==> src/rtl/hazard_unit_mc_if.sv <==
// -----------------------------------------------------------------------------
// hazard_unit_mc_if
// Bundles the pipeline-side signals seen by the hazard controller.
//   master : pipeline side. Drives register addresses, write enables, load/
//            branch/mul-div/memory status. Receives stall, flush and forwarding.
//   slave  : hazard controller side. The same signals with opposite directions.
// stall_count is carried here as well, so that one interface instance
// represents the whole controller port list apart from clk/rst_n.
// -----------------------------------------------------------------------------
interface hazard_unit_mc_if #(
    parameter int REG_ADDR_W = 5,
    parameter int CNT_W      = 16
);
    logic [REG_ADDR_W-1:0] rs1_d;
    logic [REG_ADDR_W-1:0] rs2_d;
    logic [REG_ADDR_W-1:0] rs1_e;
    logic [REG_ADDR_W-1:0] rs2_e;
    logic [REG_ADDR_W-1:0] rd_e;
    logic [1:0]            result_src_e;
    logic                  pc_src_e;
    logic                  md_start_e;
    logic                  md_done;
    logic [REG_ADDR_W-1:0] rd_m;
    logic                  reg_write_m;
    logic                  dmem_req_m;
    logic                  dmem_ready;
    logic [REG_ADDR_W-1:0] rd_w;
    logic                  reg_write_w;

    logic                  stall_f;
    logic                  stall_d;
    logic                  stall_e;
    logic                  stall_m;
    logic                  flush_d;
    logic                  flush_e;
    logic                  flush_m;
    logic                  flush_w;
    logic                  forward_rd1_d;
    logic                  forward_rd2_d;
    logic [1:0]            forward_a_e;
    logic [1:0]            forward_b_e;
    logic [CNT_W-1:0]      stall_count;

    modport master (
        output rs1_d, rs2_d, rs1_e, rs2_e, rd_e, result_src_e, pc_src_e,
               md_start_e, md_done, rd_m, reg_write_m, dmem_req_m,
               dmem_ready, rd_w, reg_write_w,
        input  stall_f, stall_d, stall_e, stall_m,
               flush_d, flush_e, flush_m, flush_w,
               forward_rd1_d, forward_rd2_d, forward_a_e, forward_b_e,
               stall_count
    );

    modport slave (
        input  rs1_d, rs2_d, rs1_e, rs2_e, rd_e, result_src_e, pc_src_e,
               md_start_e, md_done, rd_m, reg_write_m, dmem_req_m,
               dmem_ready, rd_w, reg_write_w,
        output stall_f, stall_d, stall_e, stall_m,
               flush_d, flush_e, flush_m, flush_w,
               forward_rd1_d, forward_rd2_d, forward_a_e, forward_b_e,
               stall_count
    );
endinterface

==> src/rtl/hazard_unit_mc.sv <==
// -----------------------------------------------------------------------------
// hazard_unit_mc
// Hazard controller for the 5-stage F/D/E/M/W core. Produces per-stage stall
// and flush controls, D-stage and E-stage forwarding selects, sequences the
// iterative mul/div start/done handshake, absorbs data-memory wait states and
// keeps a saturating count of front-end stall cycles.
//
// Ports
//   clk    : clock, rising edge
//   rst_n  : asynchronous active-low reset
//   hz     : hazard_unit_mc_if.slave (pipeline status in, controls out)
//
// State table
//   state   | meaning
//   RUN     | normal issue; detects mul/div issue, load-use and branches
//   LDSTALL | extra load-use bubbles, counted down by ld_cnt
//   MDWAIT  | waiting for md_done from the mul/div unit
// -----------------------------------------------------------------------------
module hazard_unit_mc #(
    parameter int REG_ADDR_W     = 5,
    parameter int LOAD_USE_STALL = 1,
    parameter int CNT_W          = 16
) (
    input  logic             clk,
    input  logic             rst_n,
    hazard_unit_mc_if.slave  hz
);
    localparam logic [REG_ADDR_W-1:0] REG_ZERO = '0;
    localparam logic [2:0] LD_RELOAD = 3'(LOAD_USE_STALL - 1);

    typedef enum logic [1:0] {
        RUN     = 2'd0,
        LDSTALL = 2'd1,
        MDWAIT  = 2'd2
    } state_t;

    state_t           state_q;
    state_t           state_nxt;
    logic [2:0]       ld_cnt_q;
    logic [2:0]       ld_cnt_nxt;
    logic [CNT_W-1:0] stall_count_q;

    logic memwait;
    logic lduse;
    logic stall_f;
    logic stall_d;
    logic stall_e;
    logic stall_m;
    logic flush_d;
    logic flush_e;
    logic flush_m;
    logic flush_w;

    // Only bit 0 of result_src_e identifies a load.
    logic unused_result_src;
    assign unused_result_src = hz.result_src_e[1];

    // Forwarding: M has priority over W, register 0 never forwards.
    always_comb begin
        hz.forward_a_e = 2'b00;
        if (hz.reg_write_m && hz.rs1_e == hz.rd_m && hz.rs1_e != REG_ZERO)
            hz.forward_a_e = 2'b10;
        else if (hz.reg_write_w && hz.rs1_e == hz.rd_w && hz.rs1_e != REG_ZERO)
            hz.forward_a_e = 2'b01;

        hz.forward_b_e = 2'b00;
        if (hz.reg_write_m && hz.rs2_e == hz.rd_m && hz.rs2_e != REG_ZERO)
            hz.forward_b_e = 2'b10;
        else if (hz.reg_write_w && hz.rs2_e == hz.rd_w && hz.rs2_e != REG_ZERO)
            hz.forward_b_e = 2'b01;
    end

    assign hz.forward_rd1_d = hz.reg_write_w && hz.rs1_d == hz.rd_w && hz.rs1_d != REG_ZERO;
    assign hz.forward_rd2_d = hz.reg_write_w && hz.rs2_d == hz.rd_w && hz.rs2_d != REG_ZERO;

    assign memwait = hz.dmem_req_m && !hz.dmem_ready;
    assign lduse   = hz.result_src_e[0] && hz.rd_e != REG_ZERO &&
                     (hz.rs1_d == hz.rd_e || hz.rs2_d == hz.rd_e);

    always_comb begin
        state_nxt  = state_q;
        ld_cnt_nxt = ld_cnt_q;
        stall_f    = 1'b0;
        stall_d    = 1'b0;
        stall_e    = 1'b0;
        stall_m    = 1'b0;
        flush_d    = 1'b0;
        flush_e    = 1'b0;
        flush_m    = 1'b0;
        flush_w    = 1'b0;

        if (!rst_n) begin
            state_nxt  = RUN;
            ld_cnt_nxt = 3'd0;
        end else if (memwait) begin
            // Whole pipe freezes; W gets a bubble so the retiring instruction
            // is not written twice. A done pulse must not be lost here.
            stall_f = 1'b1;
            stall_d = 1'b1;
            stall_e = 1'b1;
            stall_m = 1'b1;
            flush_w = 1'b1;
            if (state_q == MDWAIT && hz.md_done)
                state_nxt = RUN;
        end else begin
            unique case (state_q)
                RUN: begin
                    if (hz.md_start_e && !hz.md_done) begin
                        stall_f   = 1'b1;
                        stall_d   = 1'b1;
                        stall_e   = 1'b1;
                        flush_m   = 1'b1;
                        state_nxt = MDWAIT;
                    end else if (lduse) begin
                        stall_f = 1'b1;
                        stall_d = 1'b1;
                        flush_e = 1'b1;
                        if (LOAD_USE_STALL > 1) begin
                            ld_cnt_nxt = LD_RELOAD;
                            state_nxt  = LDSTALL;
                        end
                    end else if (hz.pc_src_e) begin
                        flush_d = 1'b1;
                        flush_e = 1'b1;
                    end
                end
                LDSTALL: begin
                    // E holds a bubble, so pc_src_e cannot be genuine here.
                    stall_f    = 1'b1;
                    stall_d    = 1'b1;
                    flush_e    = 1'b1;
                    ld_cnt_nxt = ld_cnt_q - 3'd1;
                    if (ld_cnt_q == 3'd1)
                        state_nxt = RUN;
                end
                MDWAIT: begin
                    if (hz.md_done) begin
                        state_nxt = RUN;
                        if (hz.pc_src_e) begin
                            flush_d = 1'b1;
                            flush_e = 1'b1;
                        end
                    end else begin
                        stall_f = 1'b1;
                        stall_d = 1'b1;
                        stall_e = 1'b1;
                        flush_m = 1'b1;
                    end
                end
                default: begin
                    state_nxt  = RUN;
                    ld_cnt_nxt = 3'd0;
                end
            endcase
        end
    end

    always_ff @(posedge clk or negedge rst_n) begin
        if (!rst_n) begin
            state_q       <= RUN;
            ld_cnt_q      <= 3'd0;
            stall_count_q <= '0;
        end else begin
            state_q  <= state_nxt;
            ld_cnt_q <= ld_cnt_nxt;
            if (stall_f && stall_count_q != {CNT_W{1'b1}})
                stall_count_q <= stall_count_q + 1'b1;
        end
    end

    assign hz.stall_f     = stall_f;
    assign hz.stall_d     = stall_d;
    assign hz.stall_e     = stall_e;
    assign hz.stall_m     = stall_m;
    assign hz.flush_d     = flush_d;
    assign hz.flush_e     = flush_e;
    assign hz.flush_m     = flush_m;
    assign hz.flush_w     = flush_w;
    assign hz.stall_count = stall_count_q;

endmodule

==> src/flat_wrapper.sv <==
// flat-port wrapper written by rule: the top's interface ports become plain ports
module hazard_unit_mc_flat 
#(
    parameter int REG_ADDR_W     = 5,
    parameter int LOAD_USE_STALL = 1,
    parameter int CNT_W          = 16
)
  (clk, rst_n, hz_rs1_d, hz_rs2_d, hz_rs1_e, hz_rs2_e, hz_rd_e, hz_result_src_e, hz_pc_src_e, hz_md_start_e, hz_md_done, hz_rd_m, hz_reg_write_m, hz_dmem_req_m, hz_dmem_ready, hz_rd_w, hz_reg_write_w, hz_stall_f, hz_stall_d, hz_stall_e, hz_stall_m, hz_flush_d, hz_flush_e, hz_flush_m, hz_flush_w, hz_forward_rd1_d, hz_forward_rd2_d, hz_forward_a_e, hz_forward_b_e, hz_stall_count);
  hazard_unit_mc_if #(.REG_ADDR_W(REG_ADDR_W), .CNT_W(CNT_W)) hz_i ();
  input  logic clk;
  input  logic rst_n;
  input wire logic [$bits(hz_i.rs1_d)-1:0] hz_rs1_d;
  input wire logic [$bits(hz_i.rs2_d)-1:0] hz_rs2_d;
  input wire logic [$bits(hz_i.rs1_e)-1:0] hz_rs1_e;
  input wire logic [$bits(hz_i.rs2_e)-1:0] hz_rs2_e;
  input wire logic [$bits(hz_i.rd_e)-1:0] hz_rd_e;
  input wire logic [$bits(hz_i.result_src_e)-1:0] hz_result_src_e;
  input wire logic [$bits(hz_i.pc_src_e)-1:0] hz_pc_src_e;
  input wire logic [$bits(hz_i.md_start_e)-1:0] hz_md_start_e;
  input wire logic [$bits(hz_i.md_done)-1:0] hz_md_done;
  input wire logic [$bits(hz_i.rd_m)-1:0] hz_rd_m;
  input wire logic [$bits(hz_i.reg_write_m)-1:0] hz_reg_write_m;
  input wire logic [$bits(hz_i.dmem_req_m)-1:0] hz_dmem_req_m;
  input wire logic [$bits(hz_i.dmem_ready)-1:0] hz_dmem_ready;
  input wire logic [$bits(hz_i.rd_w)-1:0] hz_rd_w;
  input wire logic [$bits(hz_i.reg_write_w)-1:0] hz_reg_write_w;
  output wire logic [$bits(hz_i.stall_f)-1:0] hz_stall_f;
  output wire logic [$bits(hz_i.stall_d)-1:0] hz_stall_d;
  output wire logic [$bits(hz_i.stall_e)-1:0] hz_stall_e;
  output wire logic [$bits(hz_i.stall_m)-1:0] hz_stall_m;
  output wire logic [$bits(hz_i.flush_d)-1:0] hz_flush_d;
  output wire logic [$bits(hz_i.flush_e)-1:0] hz_flush_e;
  output wire logic [$bits(hz_i.flush_m)-1:0] hz_flush_m;
  output wire logic [$bits(hz_i.flush_w)-1:0] hz_flush_w;
  output wire logic [$bits(hz_i.forward_rd1_d)-1:0] hz_forward_rd1_d;
  output wire logic [$bits(hz_i.forward_rd2_d)-1:0] hz_forward_rd2_d;
  output wire logic [$bits(hz_i.forward_a_e)-1:0] hz_forward_a_e;
  output wire logic [$bits(hz_i.forward_b_e)-1:0] hz_forward_b_e;
  output wire logic [$bits(hz_i.stall_count)-1:0] hz_stall_count;
  assign hz_i.rs1_d = hz_rs1_d;
  assign hz_i.rs2_d = hz_rs2_d;
  assign hz_i.rs1_e = hz_rs1_e;
  assign hz_i.rs2_e = hz_rs2_e;
  assign hz_i.rd_e = hz_rd_e;
  assign hz_i.result_src_e = hz_result_src_e;
  assign hz_i.pc_src_e = hz_pc_src_e;
  assign hz_i.md_start_e = hz_md_start_e;
  assign hz_i.md_done = hz_md_done;
  assign hz_i.rd_m = hz_rd_m;
  assign hz_i.reg_write_m = hz_reg_write_m;
  assign hz_i.dmem_req_m = hz_dmem_req_m;
  assign hz_i.dmem_ready = hz_dmem_ready;
  assign hz_i.rd_w = hz_rd_w;
  assign hz_i.reg_write_w = hz_reg_write_w;
  assign hz_stall_f = hz_i.stall_f;
  assign hz_stall_d = hz_i.stall_d;
  assign hz_stall_e = hz_i.stall_e;
  assign hz_stall_m = hz_i.stall_m;
  assign hz_flush_d = hz_i.flush_d;
  assign hz_flush_e = hz_i.flush_e;
  assign hz_flush_m = hz_i.flush_m;
  assign hz_flush_w = hz_i.flush_w;
  assign hz_forward_rd1_d = hz_i.forward_rd1_d;
  assign hz_forward_rd2_d = hz_i.forward_rd2_d;
  assign hz_forward_a_e = hz_i.forward_a_e;
  assign hz_forward_b_e = hz_i.forward_b_e;
  assign hz_stall_count = hz_i.stall_count;
  hazard_unit_mc #(.REG_ADDR_W(REG_ADDR_W), .LOAD_USE_STALL(LOAD_USE_STALL), .CNT_W(CNT_W)) u_core (.clk(clk), .rst_n(rst_n), .hz(hz_i));
endmodule
==> config.mk <==
export PLATFORM = sky130hd
export DESIGN_NAME = hazard_unit_mc_flat
export DESIGN_NICKNAME = d
export VERILOG_FILES = /design/src/rtl/hazard_unit_mc_if.sv /design/src/rtl/hazard_unit_mc.sv /design/src/flat_wrapper.sv
export SDC_FILE = /design/constraint.sdc
export NUM_CORES = 1
export LEC_CHECK = 0
export CAP_MARGIN = 0
export CORE_AREA = 2 2 64 66
export DETAILED_ROUTE_END_ITERATION = 12
export DIE_AREA = 0 0 66 68
export GPL_ROUTABILITY_DRIVEN = 0
export GPL_TIMING_DRIVEN = 0
export PLACE_DENSITY = 0.75
export SLEW_MARGIN = 40
export SYNTH_ARGS = -nofsm -noshare
export SYNTH_HDL_FRONTEND = slang
export SYNTH_SLANG_ARGS = --single-unit
==> constraint.sdc <==
create_clock -name clk -period 2.8 [get_ports clk]
set_clock_uncertainty 0.15 [all_clocks]
set_input_delay 0.42 -clock clk [delete_from_list [all_inputs] [get_ports clk]]
set_output_delay 0.42 -clock clk [all_outputs]
set_load 0.005 [all_outputs]
== Word-level counts from Yosys, hierarchy flattened ==
Index checks and enable logic that the tools add are counted.
Word-level totals
  bits in registers: 21
  bits of input ports: 46
  output and inout port bits: 30
Cells by class
  add/sub/neg operators: 2
  equal/unequal tests: 18
  mux-type cells: 40
  reduce and logical (&&, ||, !) cells: 30
Operators by type and width (number)
  == test 5 bit: 8
  nonzero test 5 bit: 5
  two-way mux 1 bit: 24
  logical AND 1 bit: 18
  adder 16 x 1 -> 16 bit (second input constant): 1
  two-way mux 2 bit: 8
  inequality test 16 bit (second input constant): 1
  inequality test 4 x 2 -> 1 bit (second input constant): 2
  two-way mux 3 bit: 2
  case mux 1 bit (3 select lines): 2
  case mux 2 bit (3 select lines): 1
  case mux 3 bit (2 select lines): 1
  inequality test 2 bit (second input constant): 2
  inequality test 4 x 3 -> 1 bit (second input constant): 1
  case mux 1 bit (2 select lines): 2
  AND reduction 4 bit: 1
  == test 3 x 1 -> 1 bit (second input constant): 1
  inequality test 3 bit (second input constant): 1
  subtractor 3 x 1 -> 3 bit (second input constant): 1
  == test 2 x 1 -> 1 bit (second input constant): 1
  == test 2 bit (second input constant): 1
  logical NOT 1 bit: 2
  logical NOT 2 bit: 1
  AND reduction 2 bit: 1
  other kinds (2): 2

== Depth between registers and ports, before layout ==
  depth in word-level cells: 9
  gate-level depth with buffers: 8
  gate-level depth less buffers: 7

== Least setup slack after synthesis ==
No wires, ideal clock.
  kind: input to register
  start point: in hz_rd_e[0]
  end point: reg u_core.stall_count_q[1], in the netlist u_core.hz.stall_count[1]
  library setup time: 0.127 ns
  arrival: 1.802 ns
  data required time: 2.523 ns
  path slack: 0.720 ns
  stages on the path: 6
  path through: or4_1 -> o21ai_2 -> a32oi_2 -> o211ai_2 -> buf_6 -> mux2_1
Between the ends
  word-level cells in the longest chain between the ends: 9
  elaborated cells on any way between the ends: 12
  classes of those cells: eq/ne: 2; mux: 5; reduce/logical: 5
RTL lines
  start: declaration: line flat_wrapper.sv:16  | input wire logic [$bits(hz_i.rd_e)-1:0] hz_rd_e;
  == test 5 bit or nonzero test 5 bit (tied branches): line hazard_unit_mc.sv:78, hazard_unit_mc.sv:77
  logical OR 1 bit or logical AND 1 bit (tied branches): line hazard_unit_mc.sv:78, hazard_unit_mc.sv:77
  logical AND 1 bit *: line hazard_unit_mc.sv:77  | assign lduse = hz.result_src_e[0] && hz.rd_e != REG_ZERO &&
  two-way mux 1 bit *: line hazard_unit_mc.sv:114  | end else if (lduse) begin
  two-way mux 1 bit *: line hazard_unit_mc.sv:108  | if (hz.md_start_e && !hz.md_done) begin
  case mux 1 bit (3 select lines) *: line hazard_unit_mc.sv:106  | unique case (state_q)
  two-way mux 1 bit *: line hazard_unit_mc.sv:95  | end else if (memwait) begin
  two-way mux 1 bit *: line hazard_unit_mc.sv:92  | if (!rst_n) begin
  logical AND 1 bit *: line hazard_unit_mc.sv:166  | if (stall_f && stall_count_q != {CNT_W{1'b1}})
  end signal: assignment: line hazard_unit_mc.sv:167  | stall_count_q <= stall_count_q + 1'b1;
  end: declaration: line hazard_unit_mc.sv:41  | logic [CNT_W-1:0] stall_count_q;
Every way passes the cells marked *; elsewhere a longest branch is shown, timed or not.
A chain may end at the register's enable or synchronous reset.

== Worst setup path after layout ==
  start point: in hz_rd_e[0]
  end point: out hz_stall_f
Between the ends
  word-level cells in the longest chain between the ends: 8
  elaborated cells on any way between the ends: 11
  classes of those cells: eq/ne: 2; mux: 5; reduce/logical: 4
RTL lines
  == test 5 bit or nonzero test 5 bit (tied branches): line hazard_unit_mc.sv:78, hazard_unit_mc.sv:77
  logical OR 1 bit or logical AND 1 bit (tied branches): line hazard_unit_mc.sv:78, hazard_unit_mc.sv:77
  logical AND 1 bit *: line hazard_unit_mc.sv:77
  two-way mux 1 bit *: line hazard_unit_mc.sv:114
  two-way mux 1 bit *: line hazard_unit_mc.sv:108
  case mux 1 bit (3 select lines) *: line hazard_unit_mc.sv:106
  two-way mux 1 bit *: line hazard_unit_mc.sv:95
  two-way mux 1 bit *: line hazard_unit_mc.sv:92
  end: declaration: line flat_wrapper.sv:27  | output wire logic [$bits(hz_i.stall_f)-1:0] hz_stall_f;
Marked as above.

==> metrics.txt <==
sequential share of power 39.0%; RSZ-0062 raised after global routing true; CTS Buf Count 3; Worst EP required 2.23 ns; uppermost layer routed met4; total met3 wirelength after detailed routing 206 microns; syn nets 217; flip-flop and latch count after synthesis 17; die area 4490 sq um; library cells used by synthesis 34; total wire length after detailed routing 3800 microns; initial antenna violation count 0; crit path setup slack, layout 0.0242 ns; share of power burned in combinational logic 40.7%; number of nets at the end of the flow 296; clock-pin slew on the worst setup and hold paths 0.06 ns; internal power 611 uW; H-tree levels 1; reg2reg end u_core.hz.stall_count[1]; vias in the first global route 1463; Routed met1 length 1560 microns; Initial Utilization 37.9%; portion of the post-synthesis area used by sequential elements 29.1%; post-synthesis instance area 1460 sq um; port bufs 69; clock buffer depth 2; slew at the pin with the worst max-slew slack 0.502 ns; maximum VDD drop 0.179 mV; number of diodes 0; Yosys top cell area share 29.1%; vertical die dimension 68 microns; gr ovfl total 0; Syn Inst Count 170; number of routed nets with antenna violations 0; synthesis-to-layout area growth 58.3%; startpoint kind of the worst setup timing path input pin; max-slew violations 0; DRC Markers 0; switching power summed over all nets 280 uW; kind of critical path input pin to output port; launch point of the critical path hz_rd_e[0]; Syn Area/Cell 8.60 sq um; Leak 0.000992 uW; path type of the worst min-delay path input pin to asynchronous set/reset pin; total vias in the final route 1470; Core Region 3860 sq um; io pins 76; total count of hold-check failures in the final report 0; timing endpoint of the critical path hz_stall_f; origin of the critical flop-to-flop path u_core.hz.stall_count[0]; data arrival at the endpoint of the critical path 2.21 ns; switching share of power 31.4%; count of buffer and inverter cells on the critical path 3; most frequent cell on the critical path sky130_fd_sc_hd__nor2_1; largest driver fanout on the critical path 3; 1st-pass router iterations 4; clock tree root buffer cell sky130_fd_sc_hd__clkbuf_8; cell with the most instances after synthesis sky130_fd_sc_hd__xnor2_1; synthesis warning total 0; worst slack on hold paths 0.178 ns; share of layout cells above drive strength 1 10.1%; total design power 890 uW; slowest stage cell on the critical path sky130_fd_sc_hd__or4_4; CTS tree yes; Die Span X 66 microns; CP Depth 8; register-to-register path setup slack 0.53 ns; Max Cap Violations 0; share of flip-flops with an asynchronous set or reset 100%; Max Clock Freq 360 MHz; GRT Overall Usage 17.5%; biggest area contributors in the synthesized netlist sky130_fd_sc_hd__dfrtp_1, sky130_fd_sc_hd__xnor2_1, sky130_fd_sc_hd__xor2_1; met2 WL post-DR 1990 microns; library cell with the largest summed area after synthesis sky130_fd_sc_hd__dfrtp_1; average routed wire per standard cell 12.7 microns; main flop type after synthesis sky130_fd_sc_hd__dfrtp_1; cell count of the worst reg-to-reg path 7; worst-path cell chain dlygate4sd2_1 > or4_4 > o21ai_4 > nor2b_4 > nor2_1 > nor2_1 > buf_4 > clkdlybuf4s50_1; initial detailed-routing violation count 53; category of the worst setup path capture point output port; detailed placement HPWL 3120 microns; top cell family by delay on the critical path buffers and inverters; placement row count 23; final critical-path required period 2.78 ns; part of the total power dissipated in the clock network 20.3%; number of enable flip-flop cells after synthesis 0; status finished clean; final setup vio count 0; post-route setup TNS 0 ns; top cells by instance count after synthesis sky130_fd_sc_hd__xnor2_1, sky130_fd_sc_hd__xor2_1, sky130_fd_sc_hd__nor2_1; DP Worst Slack -0.376 ns; worst-skew pair later-pin latency 0.25 ns; number of clock sinks seen by CTS 17; average vias per placed instance 4.93; worst stage delay on the critical path 0.56 ns; final critical-path share of the clock period 99.1%; worst relative slew slack 66.3%; power density over the cells 384 nW/um^2; first-pass GRT wire length 6290 microns; maximum number of pins on one net before global-route repair 18; Util after Layout 60.1%
flip-flops by register name, summed over array words and instances, names as in the netlist:
signal	cells
u_core.hz.stall_count	16
u_core.state_q	1
metrics by stage:
stage	cell area [sq um]	cells
after floorplan	1460	170
final	2320	298
after global placement	2220	289
after CTS	2280	295
after detailed placement	2210	289
after global routing	2320	298
power groups by stage:
stage	Combinational [uW]	Sequential [uW]	Clock (uW)
after global routing	401	356	195
after detailed placement	361	352	0
final	362	347	180
after global placement	355	350	0
after floorplan	151	348	0
after CTS	364	348	184
area by class of cell:
cell class	instances	area (sq um)
Fill cell	356	1540
Multi-Input combinational cell	142	1010
Timing Repair Buffer	74	714
Sequential cell	17	425
Tap cell	50	62.6
Clock buffer	4	45.0
Buffer	8	45.0
Inverter	3	11.3
per-layer routing:
layer | vias to the layer above | track usage, %
met1 | 677 | 20.9
met3 | 4 | 3.29
met4 | 0 | 3.83
met2 | 47 | 32.6
met5 | - | 0
li1 | 742 | -
repair_timing:
item | in CTS | in global routing
pin swaps | 3 | 4
setup endpoints to repair | 6 | 4
buffers inserted | 1 | 3
hold buffers | 1 | 0
gates resized for setup | 20 | 7
endpoints found under the hold margin | 17 | 0
placed cells by master, fill, tap and decap left out, types with 2 or more instances in the layout:
cell / n
sky130_fd_sc_hd__mux2_2: 2
sky130_fd_sc_hd__nand3_1: 10
sky130_fd_sc_hd__nand4_1: 6
sky130_fd_sc_hd__clkbuf_1: 5
sky130_fd_sc_hd__o21ai_0: 2
sky130_fd_sc_hd__inv_1: 3
sky130_fd_sc_hd__dlymetal6s2s_1: 5
sky130_fd_sc_hd__nor2_1: 18
sky130_fd_sc_hd__dfrtp_1: 17
sky130_fd_sc_hd__and3_1: 2
sky130_fd_sc_hd__clkdlybuf4s50_1: 48
sky130_fd_sc_hd__xor2_1: 22
sky130_fd_sc_hd__a21oi_1: 3
sky130_fd_sc_hd__nor3_1: 9
sky130_fd_sc_hd__nand2b_1: 2
sky130_fd_sc_hd__nor4_1: 4
sky130_fd_sc_hd__clkbuf_8: 3
sky130_fd_sc_hd__nor3_2: 3
sky130_fd_sc_hd__nand2_1: 11
sky130_fd_sc_hd__xnor2_1: 29
sky130_fd_sc_hd__buf_4: 6
sky130_fd_sc_hd__or4_1: 2
sky130_fd_sc_hd__dlygate4sd2_1: 15
sky130_fd_sc_hd__buf_2: 2
worst min-delay path by stage:
stage	from	slack, ns	to	cells after the start
floorplan	rst_n	-0.03	u_core.hz.stall_count[0]	0
global placement	u_core.hz.stall_count[6]	0.33	u_core.hz.stall_count[6]	1
detailed placement	rst_n	0.26	u_core.hz.stall_count[3]	1
CTS	u_core.hz.stall_count[6]	0.34	u_core.hz.stall_count[6]	1
global route	rst_n	0.21	u_core.hz.stall_count[6]	2
finish	rst_n	0.18	u_core.hz.stall_count[6]	2
logic make-up (layout without fill, tap and decap cells):
| group | Yosys count | in the layout | share of synthesized area, % |
|---|---|---|---|
| and+or+nand+nor | 74 | 74 | 26.6 |
| xor gates and xnor gates | 51 | 51 | 30.5 |
| DFF | 17 | 17 | 29.1 |
| AOI/OAI and AO/OA | 13 | 13 | 6.76 |
| buffers and inverters | 11 | 89 | 3.85 |
| muxes | 3 | 3 | 2.31 |
| adders and majority gates | 1 | 1 | 0.855 |
Power figures use the tool's default switching activity.
